===== src/rtl/cam_config_seq.sv =====
// Camera register configuration sequencer. Walks a config ROM and issues SCCB writes.
// Ports: i_clk/i_rstn, i_start, ROM (o_rom_addr, i_rom_data), SCCB (o_sccb_*, i_sccb_*), o_busy, o_done.
module cam_config_seq #(
  parameter int         DELAY_CYCLES = 270000,
  parameter logic [7:0] LAST_ADDR    = 8'd255
) (
  input  logic        i_clk,
  input  logic        i_rstn,
  input  logic        i_start,
  output logic [7:0]  o_rom_addr,
  input  logic [15:0] i_rom_data,
  output logic        o_sccb_valid,
  output logic [7:0]  o_sccb_addr,
  output logic [7:0]  o_sccb_data,
  input  logic        i_sccb_ready,
  input  logic        i_sccb_done,
  output logic        o_busy,
  output logic        o_done
);

  localparam int CW = (DELAY_CYCLES > 1) ? $clog2(DELAY_CYCLES) : 1;

  typedef enum logic [2:0] {
    S_IDLE,
    S_FETCH,
    S_DECODE,
    S_SEND,
    S_WAIT_DONE,
    S_DELAY,
    S_FINISH
  } state_t;

  state_t        r_state;
  logic [7:0]    r_rom_addr;
  logic          r_valid;
  logic [7:0]    r_sccb_addr;
  logic [7:0]    r_sccb_data;
  logic          r_busy;
  logic          r_done;
  logic [CW-1:0] r_dcnt;

  logic w_end;
  logic w_dly;
  logic w_last;
  logic w_accept;
  logic w_adv;

  assign w_end    = (i_rom_data == 16'hFFFF);
  assign w_dly    = (i_rom_data == 16'hFFF0);
  assign w_last   = (r_rom_addr == LAST_ADDR);
  assign w_accept = (r_state == S_SEND) && r_valid && i_sccb_ready;

  // A done pulse coinciding with acceptance completes the entry at once.
  assign w_adv = (w_accept && i_sccb_done)
              || ((r_state == S_WAIT_DONE) && i_sccb_done)
              || ((r_state == S_DELAY) && (r_dcnt == '0));

  always_ff @(posedge i_clk or negedge i_rstn) begin
    if (!i_rstn) begin
      r_state     <= S_IDLE;
      r_rom_addr  <= 8'd0;
      r_valid     <= 1'b0;
      r_sccb_addr <= 8'd0;
      r_sccb_data <= 8'd0;
      r_busy      <= 1'b0;
      r_done      <= 1'b0;
      r_dcnt      <= '0;
    end else begin
      unique case (r_state)
        S_IDLE, S_FINISH: begin
          if (i_start) begin
            r_rom_addr <= 8'd0;
            r_done     <= 1'b0;
            r_busy     <= 1'b1;
            r_state    <= S_FETCH;
          end
        end
        S_FETCH: begin
          r_state <= S_DECODE;
        end
        S_DECODE: begin
          unique case (1'b1)
            w_end: begin
              r_done  <= 1'b1;
              r_busy  <= 1'b0;
              r_state <= S_FINISH;
            end
            w_dly: begin
              r_dcnt  <= CW'(DELAY_CYCLES - 1);
              r_state <= S_DELAY;
            end
            default: begin
              r_sccb_addr <= i_rom_data[15:8];
              r_sccb_data <= i_rom_data[7:0];
              r_state     <= S_SEND;
            end
          endcase
        end
        S_SEND: begin
          // First SEND cycle raises valid; it drops on acceptance.
          if (!r_valid) begin
            r_valid <= 1'b1;
          end else if (i_sccb_ready) begin
            r_valid <= 1'b0;
            r_state <= S_WAIT_DONE;
          end
        end
        S_WAIT_DONE: begin
          r_state <= S_WAIT_DONE;
        end
        S_DELAY: begin
          if (r_dcnt != '0) begin
            r_dcnt <= r_dcnt - 1'b1;
          end
        end
        default: begin
          r_state <= S_IDLE;
        end
      endcase

      // Step to the next ROM entry, stopping at the last address.
      if (w_adv) begin
        if (w_last) begin
          r_done  <= 1'b1;
          r_busy  <= 1'b0;
          r_state <= S_FINISH;
        end else begin
          r_rom_addr <= r_rom_addr + 8'd1;
          r_state    <= S_FETCH;
        end
      end
    end
  end

  assign o_rom_addr   = r_rom_addr;
  assign o_sccb_valid = r_valid;
  assign o_sccb_addr  = r_sccb_addr;
  assign o_sccb_data  = r_sccb_data;
  assign o_busy       = r_busy;
  assign o_done       = r_done;

endmodule


===== config.mk =====
export PLATFORM = sky130hd
export DESIGN_NAME = cam_config_seq
export DESIGN_NICKNAME = d
export VERILOG_FILES = /design/src/rtl/cam_config_seq.sv
export SDC_FILE = /design/constraint.sdc
export NUM_CORES = 1
export LEC_CHECK = 0
export ABC_AREA = 1
export CAP_MARGIN = 5
export CELL_PAD_IN_SITES_DETAIL_PLACEMENT = 0
export CELL_PAD_IN_SITES_GLOBAL_PLACEMENT = 1
export CORE_ASPECT_RATIO = 0.75
export CORE_MARGIN = 2
export CORE_UTILIZATION = 35
export CTS_CLUSTER_DIAMETER = 30
export DETAILED_ROUTE_END_ITERATION = 12
export HOLD_SLACK_MARGIN = 0.03
export PLACE_DENSITY_LB_ADDON = 0.1
export SLEW_MARGIN = 15
export SYNTH_ARGS = -nofsm -noshare
export SYNTH_HDL_FRONTEND = slang
export SYNTH_SLANG_ARGS = --single-unit

===== constraint.sdc =====
create_clock -name i_clk -period 1.85 [get_ports i_clk]
set_clock_uncertainty 0.2 [all_clocks]
set_input_delay 0.2775 -clock i_clk [delete_from_list [all_inputs] [get_ports i_clk]]
set_output_delay 0.2775 -clock i_clk [all_outputs]
set_load 0.02 [all_outputs]

Yosys cells after proc, flatten, opt, wreduce, memory -nomap -nowiden
Cells that the tools add are included.
- register bits: 49
- input bits: 21
- logic and storage cells: 68
- $add $sub $neg: 2
- eq/ne operators: 15
- muxes and demuxes: 26
- bitwise gates (word level): 1
- reductions and logical operators: 16
- operator list (operator ; number):
    19-bit two-way mux ; 2
    19-bit one-hot mux with 2 select lines ; 1
    16-bit equality test, second input constant ; 2
    8-bit two-way mux ; 4
    19-bit zero test ; 1
    19-bit nonzero test ; 1
    19-bit by 1-bit subtractor with 19-bit output, second input constant ; 1
    3-bit one-hot mux with 6 select lines ; 1
    3-bit two-way mux ; 5
    1-bit two-way mux ; 10
    3-bit equality test, second input constant ; 3
    3-bit inequality test, second input constant ; 3
    8-bit by 1-bit adder with 8-bit output, second input constant ; 1
    8-bit equality test, second input constant ; 1
    3-bit by 2-bit equality test with 1-bit output, second input constant ; 2
    3-bit one-hot mux with 2 select lines ; 1
    1-bit logical AND ; 5
    2-bit inequality test, second input constant ; 2
    1-bit one-hot mux with 2 select lines ; 2
    4-bit AND reduction ; 1
    2-bit OR reduction ; 2
    3-bit by 1-bit equality test with 1-bit output, second input constant ; 1
    3-bit zero test ; 1
    3-bit AND reduction ; 1
    other kinds (5) ; 6

Longest topological paths before layout
- depth in word-level cells: 8
- depth in mapped cells: 11
- mapped depth without buffers: 11

Worst setup path after synthesis
No wires, ideal clock.
- path kind: flip-flop to flip-flop
- start: reg r_rom_addr[0] (netlist: o_rom_addr[0])
- end: reg r_busy (netlist: o_busy)
- setup time: 128 ps
- arrival time: 1477 ps
- setup slack: 45 ps
- stages on the path, launching flop included: 9
- path through: dfrtp_1 > ha_1 > nand3_1 > nor3_2 > nand3_2 > inv_1 > nand2_2 > o21ai_2 > nor2_2
- longest elaborated chain between the ends: 3
- ends and longest elaborated chain (what ; line ; text):
    start, declared ; 34 ; logic [7:0] r_rom_addr;
    start signal, assigned ; 128 ; r_rom_addr <= r_rom_addr + 8'd1;
    8-bit equality test ; 50 ; assign w_last = (r_rom_addr == LAST_ADDR);
    1-bit two-way mux ; 123 ; if (w_last) begin
    1-bit two-way mux ; 122 ; if (w_adv) begin
    end signal, assigned ; 65 ; r_busy <= 1'b0;
    end signal, assigned ; 74 ; r_busy <= 1'b1;
    end signal, assigned ; 125 ; r_busy <= 1'b0;
    end, declared ; 38 ; logic r_busy;
Every way passes these cells.
A chain may end at the register's enable or synchronous reset.

Final worst setup path
- start: reg r_busy (netlist: o_busy)
- end: out o_busy
- RTL lines (what ; line ; text):
    start signal, assigned ; 65 ;
    start signal, assigned ; 74 ;
    start signal, assigned ; 85 ; r_busy <= 1'b0;
    end, declared ; 17 ; output logic o_busy,
No word-level cell between the ends.

==> metrics <==
status finished, final reports clean; # H-tree levels 2; asr flop ratio synth 1.000; Slew @ Worst Pin around 0.36 ns; initial core utilization 0.3627; Layout area overhead 46.01%; clock buffer depth 2; Levels on crit path 1; Post-synth EDFFs 0; Core Region 7918 µm²; relative slew slack 0.7565; #FFs+latches synth 49; via count 2,782; Setup violations, final 0; CP top delay family buffers and inverters; Hold Crit Class input port to asynchronous set/reset pin; CTS Buf Count 5; leakage 2.112 nW; top_reg_cell synth dfrtp_1; worst path buffer plus inverter count 1; GRT Total Usage 0.1819; post-route cell area 4193 µm²; Port-buffer cells 47; Syn Inst Count around 390; antenna-violating nets left 0; Sw Ratio 0.4227; total gr overflow 0; crit-path cells clkdlybuf4s50_1; synth top area cells dfrtp_1, nand2_1, nand3_1, nor2_1, xor2_1; Row Count 28; DIE WIDTH 108.6 µm; startpoint types register; worst reg-to-reg setup slack 0.08 ns; sequential power share 0.314; CP max stage cell clkdlybuf4s50_1; VDD IR max 0.5937 mV; # Max-Cap Violations 0; Antenna Cells 0; Critical Path RT around 1.4 ns; DRT iter0 DRCs 127; wirelength, routed 7689 µm; Yosys cell types 29; post-DP HPWL 5684 µm; drt first pass iters 4; Post-Syn Area around 2900 µm²; Ports 48; setup tns final 0 ns; slowest stage delay, CP 0.61 ns; Hold WS 0.2758 ns; TritonCTS clock tree done; fmax 561.0 MHz; Die Y 82.44 µm; GPL Wtd Cong 0.8914; via/cell ratio between 4 and 5; clk_lat worst skew 0.31 ns; CP Capture Type output port; Switch Pwr roughly 2.3 mW; Crit Reg-Reg Endpoint r_dcnt[3]$_DFFE_PN0P_; syn_area_per_cell around 7.3 µm²; Yosys top cell area share 0.4270; critical path peak fanout 2; CTS root buffer clkbuf_8; data arrival time of the worst path roughly 1.3 ns; CTS sink count 49; fin nets around 520; die area 8952 µm²; Synth Net Count 416; Post-Route Utilization 0.5296; Residual DRC 0; worst setup path class register to output port; initial antenna violation count 0; Clk network pwr share 0.154; Reg clk slew, reported paths approximately 0.10 ns; Pint between 3 and 4 mW; first-pass GRT wire length ~13,000 µm; worst reg-to-reg path cell count 6; share of the clock period used by the worst path 0.9635; Synthesis Warnings 0; most common cell after layout, fill and taps aside nand2_1; vias in the first global route 2,571; area post-placement around 3800 µm²; Yosys top cell by area dfrtp_1; Final min period about 1.8 ns; Worst R2R Start r_state[1]$_DFFE_PN0P_; routed len/inst 12.88 µm; share of layout cells above drive strength 1 0.2500; power density cells between 1000 and 1500 nW/µm²; Final Max Tran Viols 0; register area share after synthesis 0.4270; Comb pwr share 0.532; final hold vios 0; most frequent cells in the layout nand2_1, dfrtp_1, nand3_1, buf_4, clkdlybuf4s50_1; largest net degree at the start of global routing 50
==> cell families (layout without fill, tap and decap cells) <==
kind of cell | count (synthesis) | in the layout | share of synthesized area
xor+xnor | 17 | 17 | 0.05185
compound gates | 21 | 21 | 0.04009
fa+ha+maj | 3 | 3 | 0.01307
buf+inv | 39 | 139 | 0.06492
simple gates | 263 | 263 | 0.4031
flops | 49 | 49 | 0.4270
==> state kept, by name (all words and copies together) (netlist names) <==
name          count
o_sccb_valid      1
o_rom_addr        8
o_sccb_data       8
o_sccb_addr       8
o_busy            1
r_state           3
o_done            1
r_dcnt           19
==> synth_stat cells, types with 3 or more instances <==
cell	number
a21oi_1	4
buf_2	3
buf_6	4
dfrtp_1	49
ha_1	3
inv_1	26
inv_2	4
nand2_1	138
nand2_2	6
nand2_4	3
nand3_1	47
nand3_2	3
nand4_1	3
nor2_1	52
nor2_4	3
o21ai_0	9
o21ai_1	5
xnor2_1	5
xor2_1	12
==> how the worst max path moves through the flow <==
stage | startpoint | end
3_3_place_gp | i_rom_data[4] | r_dcnt[6]$_DFFE_PN0P_
6_report | o_busy$_DFF_PN0_ | o_busy
4_1_cts | o_rom_addr[7]$_DFF_PN0_ | o_rom_addr[7]
2_1_floorplan | o_rom_addr[0]$_DFF_PN0_ | o_busy$_DFF_PN0_
3_5_place_dp | i_rom_data[5] | r_dcnt[6]$_DFFE_PN0P_
5_1_grt | r_state[1]$_DFFE_PN0P_ | r_dcnt[3]$_DFFE_PN0P_
==> power groups by stage <==
stage / clock network [mW] / registers (mW) / logic [mW]
2_1_floorplan: 0 / 1.93 / 1.29
3_3_place_gp: 0 / 1.68 / 2.69
3_5_place_dp: 0 / 1.68 / 2.70
4_1_cts: 0.859 / 1.67 / 2.71
5_1_grt: 0.904 / 1.75 / 3.21
6_report: 0.833 / 1.70 / 2.89
==> metrics by stage <==
| step | setup WS [ns] | cells | total power, mW |
|---|---|---|---|
| finish | 0.06755 | 597 | 5.423 |
| global route | -0.04762 | 597 | 5.867 |
| CTS | 0.001385 | 594 | 5.233 |
| detailed placement | -0.2088 | 585 | 4.378 |
| global placement | -0.1926 | 585 | 4.368 |
| floorplan | 0.04490 | 392 | 3.219 |
==> routing by layer <==
metal | wire length [µm] | GRT usage | vias to the layer above
met5 | 0 | 0 | -
met3 | 458 | 0.05102 | 4
met1 | 4138 | 0.2826 | 1277
met2 | 3039 | 0.2456 | 65
met4 | 52 | 0.03846 | 0
li1 | - | - | 1436
==> cell type report <==
| class | instances | area, µm² |
|---|---|---|
| fill | 792 | 3725 |
| clock inverter | 2 | 37.54 |
| tap | 105 | 131.4 |
| sequential | 49 | 1227 |
| clock buffer | 6 | 82.58 |
| multi-input combinational | 304 | 1634 |
| inverter | 31 | 122.6 |
| timing repair buffer | 100 | 957.2 |
==> repair_timing <==
item | in CTS | in global routing
setup endpoints to repair | 12 | 36
setup buffers | 0 | 3
resized for setup | 6 | 54
hold buffers | 1 | 0
gates cloned | 0 | 0
hold endpoints to repair | 49 | 0
pin swaps | 0 | 4
No activity file was read; power rests on OpenSTA's default activity.
==> variant 1, RTL diff (config.mk and constraints unchanged) <==
The parameter `DELAY_CYCLES` goes from 270000 to 1080000.
--- a/src/rtl/cam_config_seq.sv
+++ b/src/rtl/cam_config_seq.sv
@@ -1,7 +1,7 @@
 // Camera register configuration sequencer. Walks a config ROM and issues SCCB writes.
 // Ports: i_clk/i_rstn, i_start, ROM (o_rom_addr, i_rom_data), SCCB (o_sccb_*, i_sccb_*), o_busy, o_done.
 module cam_config_seq #(
-  parameter int         DELAY_CYCLES = 270000,
+  parameter int         DELAY_CYCLES = 1080000,
   parameter logic [7:0] LAST_ADDR    = 8'd255
 ) (
   input  logic        i_clk,
Behaviour: same outputs for any inputs over 10 cycles, from zero or initial values and one cycle with i_rstn low; that may be too few to reach the edited logic, so the function may still have changed.
==> variant 1 against the original RTL <==
Area after synthesis grew 5.3%. Power grew 17%. Sequential cell count grew 2. Design area grew 4.7%. Count of clock-buffer cells in the layout shrank 1. Worst setup slack lost 0.030 ns. Combinational power grew 20%. Wire length grew 7.6%. Critical path type is now reg -> reg. Critical endpoint is now r_state[2]. Largest cell class unchanged. Largest power group unchanged.
==> variant 1: results (changes against the original RTL) <==
H-tree Lvls=2 (unchanged); FF-to-FF Start=r_dcnt[1]; vias in the first global route=2804 (+9.1%); Slew @ Worst Pin=0.505 ns (+0.140 ns); CP max-delay cell=dfrtp_1; Netlist cell types=33 (+14%); Syn Nets=422 (+1.4%); Cells after Synth=398 (+1.5%); cell mode on critical path=nand2_1; Clock transition at path regs=0.07 ns (-0.03 ns); largest net degree at the start of global routing=33 (-34%); n_diodes=0 (unchanged); first-pass GRT wire length=13.7 mm (+9.1%); CP top delay family=simple AND/OR/NAND/NOR gates; NetSw=2.69 mW (+17%); largest register by flop count=r_dcnt; Critical R2R Capture=r_state[2]; DRC viols=0 (unchanged); Final HPWL DP=6.06 mm (+6.7%); CP peak stage delay=0.39 ns (-0.22 ns); Most used DFF post-synth=dfrtp_1; clock latency on the worst-skew pair=0.30 ns; initial antenna violation count=0 (unchanged); synth top area cells=dfrtp_1 (42%), nand2_1 (14%), nor2_1 (6.1%), inv_1 (5.8%), o21ai_2 (4.9%); final-layout fill cell count=820 (+3.5%); hold_ws=0.276 ns (-0.0000310 ns); GP Congestion=0.848 (-4.9%); First DRT Iteration DRCs=137 (+7.9%); post-synthesis sequential area ratio=0.422 (-0.00483); outcome=complete, no violations; Inserted Clock Buffers=5 (unchanged); Avg WL per Cell=13.5 um (+4.8%); reg-to-reg slack, setup=0.04 ns (-0.04 ns); Worst Path Max Fanout=5 (+3); vias=2856 (+2.7%); reg2reg path depth=11 (+5); max reg flops=21 (+2); Peak VDD IR=642 uV (+8.2%); CTS max path bufs=2 (unchanged); Yosys warnings=0 (unchanged); Hold Crit Class=in -> async; CTS root buf=clkbuf_16; ys async rst share=1.00 (unchanged); max-slew violations=0 (unchanged); layout cells sized above 1=0.255 (+0.00545); Final nets=528 (+2.5%); drt first pass iters=4 (unchanged); PortBufs=47 (unchanged); top cells by count, synth=nand2_1 (109), dfrtp_1 (51), nor2_1 (49); CP arrival=1.85 ns (+0.55 ns); leak pwr=2.15 nW (+1.8%); gr usage total=0.180 (-0.00171)
## variant 1: cells by family after synthesis
group | share of synthesized area
and+or+nand+nor | 0.316
buffers and inverters | 0.0848
AOI/OAI and AO/OA | 0.127
xor gates and xnor gates | 0.0377
adders and majority gates | 0.0124
DFF | 0.422
## variant 1: how the worst max path moves through the flow
| stage | slack (ns) | start | cells past startpoint | to |
|---|---|---|---|---|
| 3_3_place_gp | -0.23 | i_rom_data[9] | 12 | r_state[2] |
| 4_1_cts | 0.008 | o_rom_addr[7] | 1 | o_rom_addr[7] |
| 5_1_grt | -0.07 | r_dcnt[1] | 10 | o_rom_addr[6] |
| 3_5_place_dp | -0.26 | i_rom_data[8] | 12 | r_state[2] |
| 2_1_floorplan | 0.03 | o_rom_addr[0] | 7 | o_busy |
| 6_report | 0.04 | r_dcnt[1] | 11 | r_state[2] |
## variant 1: power by group through the flow
stage	Sequential [mW]	Combinational (mW)	Clock (mW)
floorplan	2.04	1.59	0
global placement	1.78	3.17	0
detailed placement	1.79	3.19	0
CTS	1.78	3.21	1.12
global route	1.86	3.84	1.17
finish	1.80	3.48	1.09
## variant 1: through the flow
| step | util | instance area [um^2] | setup TNS, ns | cells | worst slack (ns) |
|---|---|---|---|---|---|
| final | 0.522 | 4390 | 0 | 613 | 0.0375 |
| after global placement | 0.473 | 3980 | -7.37 | 597 | -0.229 |
| after floorplan | - | 3030 | 0 | 398 | 0.0276 |
| after CTS | 0.496 | 4170 | 0 | 607 | 0.00773 |
| after detailed placement | 0.473 | 3980 | -7.15 | 597 | -0.256 |
| after global routing | 0.522 | 4390 | -1.03 | 613 | -0.0674 |
## variant 1: repair_timing
item / 4_1_cts / 5_1_grt
cloned: 0 / 2
buffers inserted: 1 / 4
setup endpoints to repair: 21 / 53
endpoints found under the hold margin: 17 / 0
hold buffers: 1 / 0
resized for setup: 6 / 51
pin swaps: 2 / 7
## variant 1: worst register-to-register path, delay by kind of cell, from the launching register on
kind | cells | cell delay [ns]
AND/OR/NAND/NOR | 8 | 0.79
flip-flops | 1 | 0.39
buffers and inverters | 2 | 0.19
adder cells (fa/ha/maj) | 1 | 0.17
## variant 1: metal layers
layer	vias up	wire length, um	GRT usage
met5	-	0	0
met3	8	288	0.0375
li1	1493	-	-
met1	1311	4300	0.269
met4	0	86	0.0438
met2	44	3600	0.268
## variant 1: area by class of cell
| cell class | count | area (um^2) | area share |
|---|---|---|---|
| Inverter | 51 | 196 | 0.0447 |
| Clock inverter | 3 | 43.8 | 0.00997 |
| Tap cell | 108 | 135 | 0.0308 |
| Timing Repair Buffer | 105 | 985 | 0.224 |
| Multi-Input combinational cell | 290 | 1630 | 0.371 |
| Clock buffer | 5 | 125 | 0.0285 |
| Sequential cell | 51 | 1280 | 0.291 |
==> variant 2, RTL diff (same flow settings) <==
Without the edit above. Re-encode `state_t` (7 states) as one-hot, 7 bits wide.
--- a/src/rtl/cam_config_seq.sv
+++ b/src/rtl/cam_config_seq.sv
@@ -20,14 +20,14 @@
 
   localparam int CW = (DELAY_CYCLES > 1) ? $clog2(DELAY_CYCLES) : 1;
 
-  typedef enum logic [2:0] {
-    S_IDLE,
-    S_FETCH,
-    S_DECODE,
-    S_SEND,
-    S_WAIT_DONE,
-    S_DELAY,
-    S_FINISH
+  typedef enum logic [6:0] {
+    S_IDLE      = 7'b0000001,
+    S_FETCH     = 7'b0000010,
+    S_DECODE    = 7'b0000100,
+    S_SEND      = 7'b0001000,
+    S_WAIT_DONE = 7'b0010000,
+    S_DELAY     = 7'b0100000,
+    S_FINISH    = 7'b1000000
   } state_t;
 
   state_t        r_state;
Check against the original RTL: same outputs for any inputs over 10 cycles, from zero or initial values and one cycle with i_rstn low; not proved beyond that.
==> variant 2 against the original RTL <==
Die area up 11%. Register-to-register slack worse by 0.03 ns. Sequential cell count up 4. Design area up 9.9%. Wire length up 19%. Power down 22%. Global-route usage up 0.57 points. Largest cell class unchanged. Largest power group unchanged. Worst setup slack worse by 0.018 ns. Area after synthesis up 12%.
==> variant 2: results (changes against the original RTL) <==
Hold Crit Class=reg -> reg; vias in the first global route=2948 (+15%); Cells after DPL=666 (+14%); CP peak stage delay=0.46 ns (-0.15 ns); ys async rst share=1.00 (unchanged); met3 usage=0.0334 (-0.0176); Final HPWL DP=6.57 mm (+16%); layout cells sized above 1=0.229 (-0.0210); crit end category=register; Slew @ Worst Pin=0.336 ns (-0.0289 ns); GP Congestion=0.787 (-12%); Post-CTS Setup Inserts=1 (+1); largest register by flop count=r_dcnt; n_diodes=0 (unchanged); post-synthesis sequential area ratio=0.413 (-0.0135); grt met2 use=0.266 (+0.0206); Cells after Synth=462 (+18%); vias=3251 (+17%); Final nets=595 (+16%); Yosys warnings=0 (unchanged); CP max-delay cell=dfrtp_2; First DRT Iteration DRCs=193 (+52%); CP top delay family=simple AND/OR/NAND/NOR gates; Clock transition at path regs=0.07 ns (-0.03 ns); Total Wirelength=9.13 mm (+19%); PortBufs=47 (unchanged); Worst Path Max Fanout=17 (+15); CTS root buf=clkbuf_16; Inserted Clock Buffers=5 (unchanged); Netlist cell types=31 (+6.9%); clock latency on the worst-skew pair=0.30 ns; pre-CTS WS=-0.139 ns (+0.0703 ns); Syn Nets=486 (+17%); Most used DFF post-synth=dfrtp_1; largest net degree at the start of global routing=54 (+8.0%); top cells by count, synth=nand2_1 (169), nand3_1 (64), dfrtp_1 (52); leak pwr=2.30 nW (+8.9%); Avg WL per Cell=13.4 um (+3.7%); met3 wire len=345 um (-25%); placed cell areas=4170 um^2 (+8.7%); gr usage total=0.188 (+0.00572); Pint=2.64 mW (-16%); Top Metal Used=met4; routed wl met2=3.65 mm (+20%); first-pass GRT wire length=14.6 mm (+17%); Peak VDD IR=336 uV (-43%); met1 WL=5.02 mm (+21%); M1 GR Usage=0.290 (+0.00755); outcome=complete, no violations; max reg flops=19 (unchanged); synth top area cells=dfrtp_1 (41%), nand2_1 (20%), nand3_1 (10%), nor2_1 (5.7%), inv_1 (4.6%); CTS resizes=8 (+2)
## variant 2: changes by cell type after synthesis, sizes merged, moves of 4 or more
cell,before,now
nand2,147,177
nand3,50,64
inv,31,43
nand4,3,9
xor2,12,6
xnor2,5,1
## variant 2: path summary, 6_finish.rpt
kind	cells past startpoint	end	slack, ns	startpoint
min reg2reg	2	o_sccb_data[7]	0.27	o_sccb_data[7]
max reg2reg	8	o_sccb_data[5]	0.05	r_state[6]
max in group asynchronous	3	r_state[0]	0.86	i_rstn
min	2	o_sccb_data[7]	0.27	o_sccb_data[7]
min in group asynchronous	3	o_sccb_addr[0]	0.30	i_rstn
max	8	o_sccb_data[5]	0.05	r_state[6]
## variant 2: area by class of cell
class | instances | area [um^2]
Fill cell | 911 | 4360
Multi-Input combinational cell | 355 | 1830
Sequential cell | 53 | 1330
Timing Repair Buffer | 111 | 982
Inverter | 44 | 175
Tap cell | 112 | 140
Clock buffer | 5 | 125
Clock inverter | 3 | 21.3
Timing Repair inverter | 1 | 7.51
## variant 2: cells by family (layout without fill, tap and decap cells)
logic type / count (synthesis) / count (layout) / share of synthesized area
compound gates: 28 / 28 / 0.0495
xor+xnor: 7 / 7 / 0.0191
fa+ha+maj: 3 / 3 / 0.0117
buf+inv: 54 / 164 / 0.0764
flops: 53 / 53 / 0.413
simple gates: 317 / 317 / 0.430
## variant 2: power groups by stage
stage / Clock [mW] / Sequential (mW) / Combinational [mW]
after CTS: 1.01 / 1.58 / 1.54
after floorplan: 0 / 1.84 / 0.616
final: 0.970 / 1.58 / 1.67
after detailed placement: 0 / 1.60 / 1.56
after global placement: 0 / 1.59 / 1.54
after global routing: 1.04 / 1.61 / 1.82
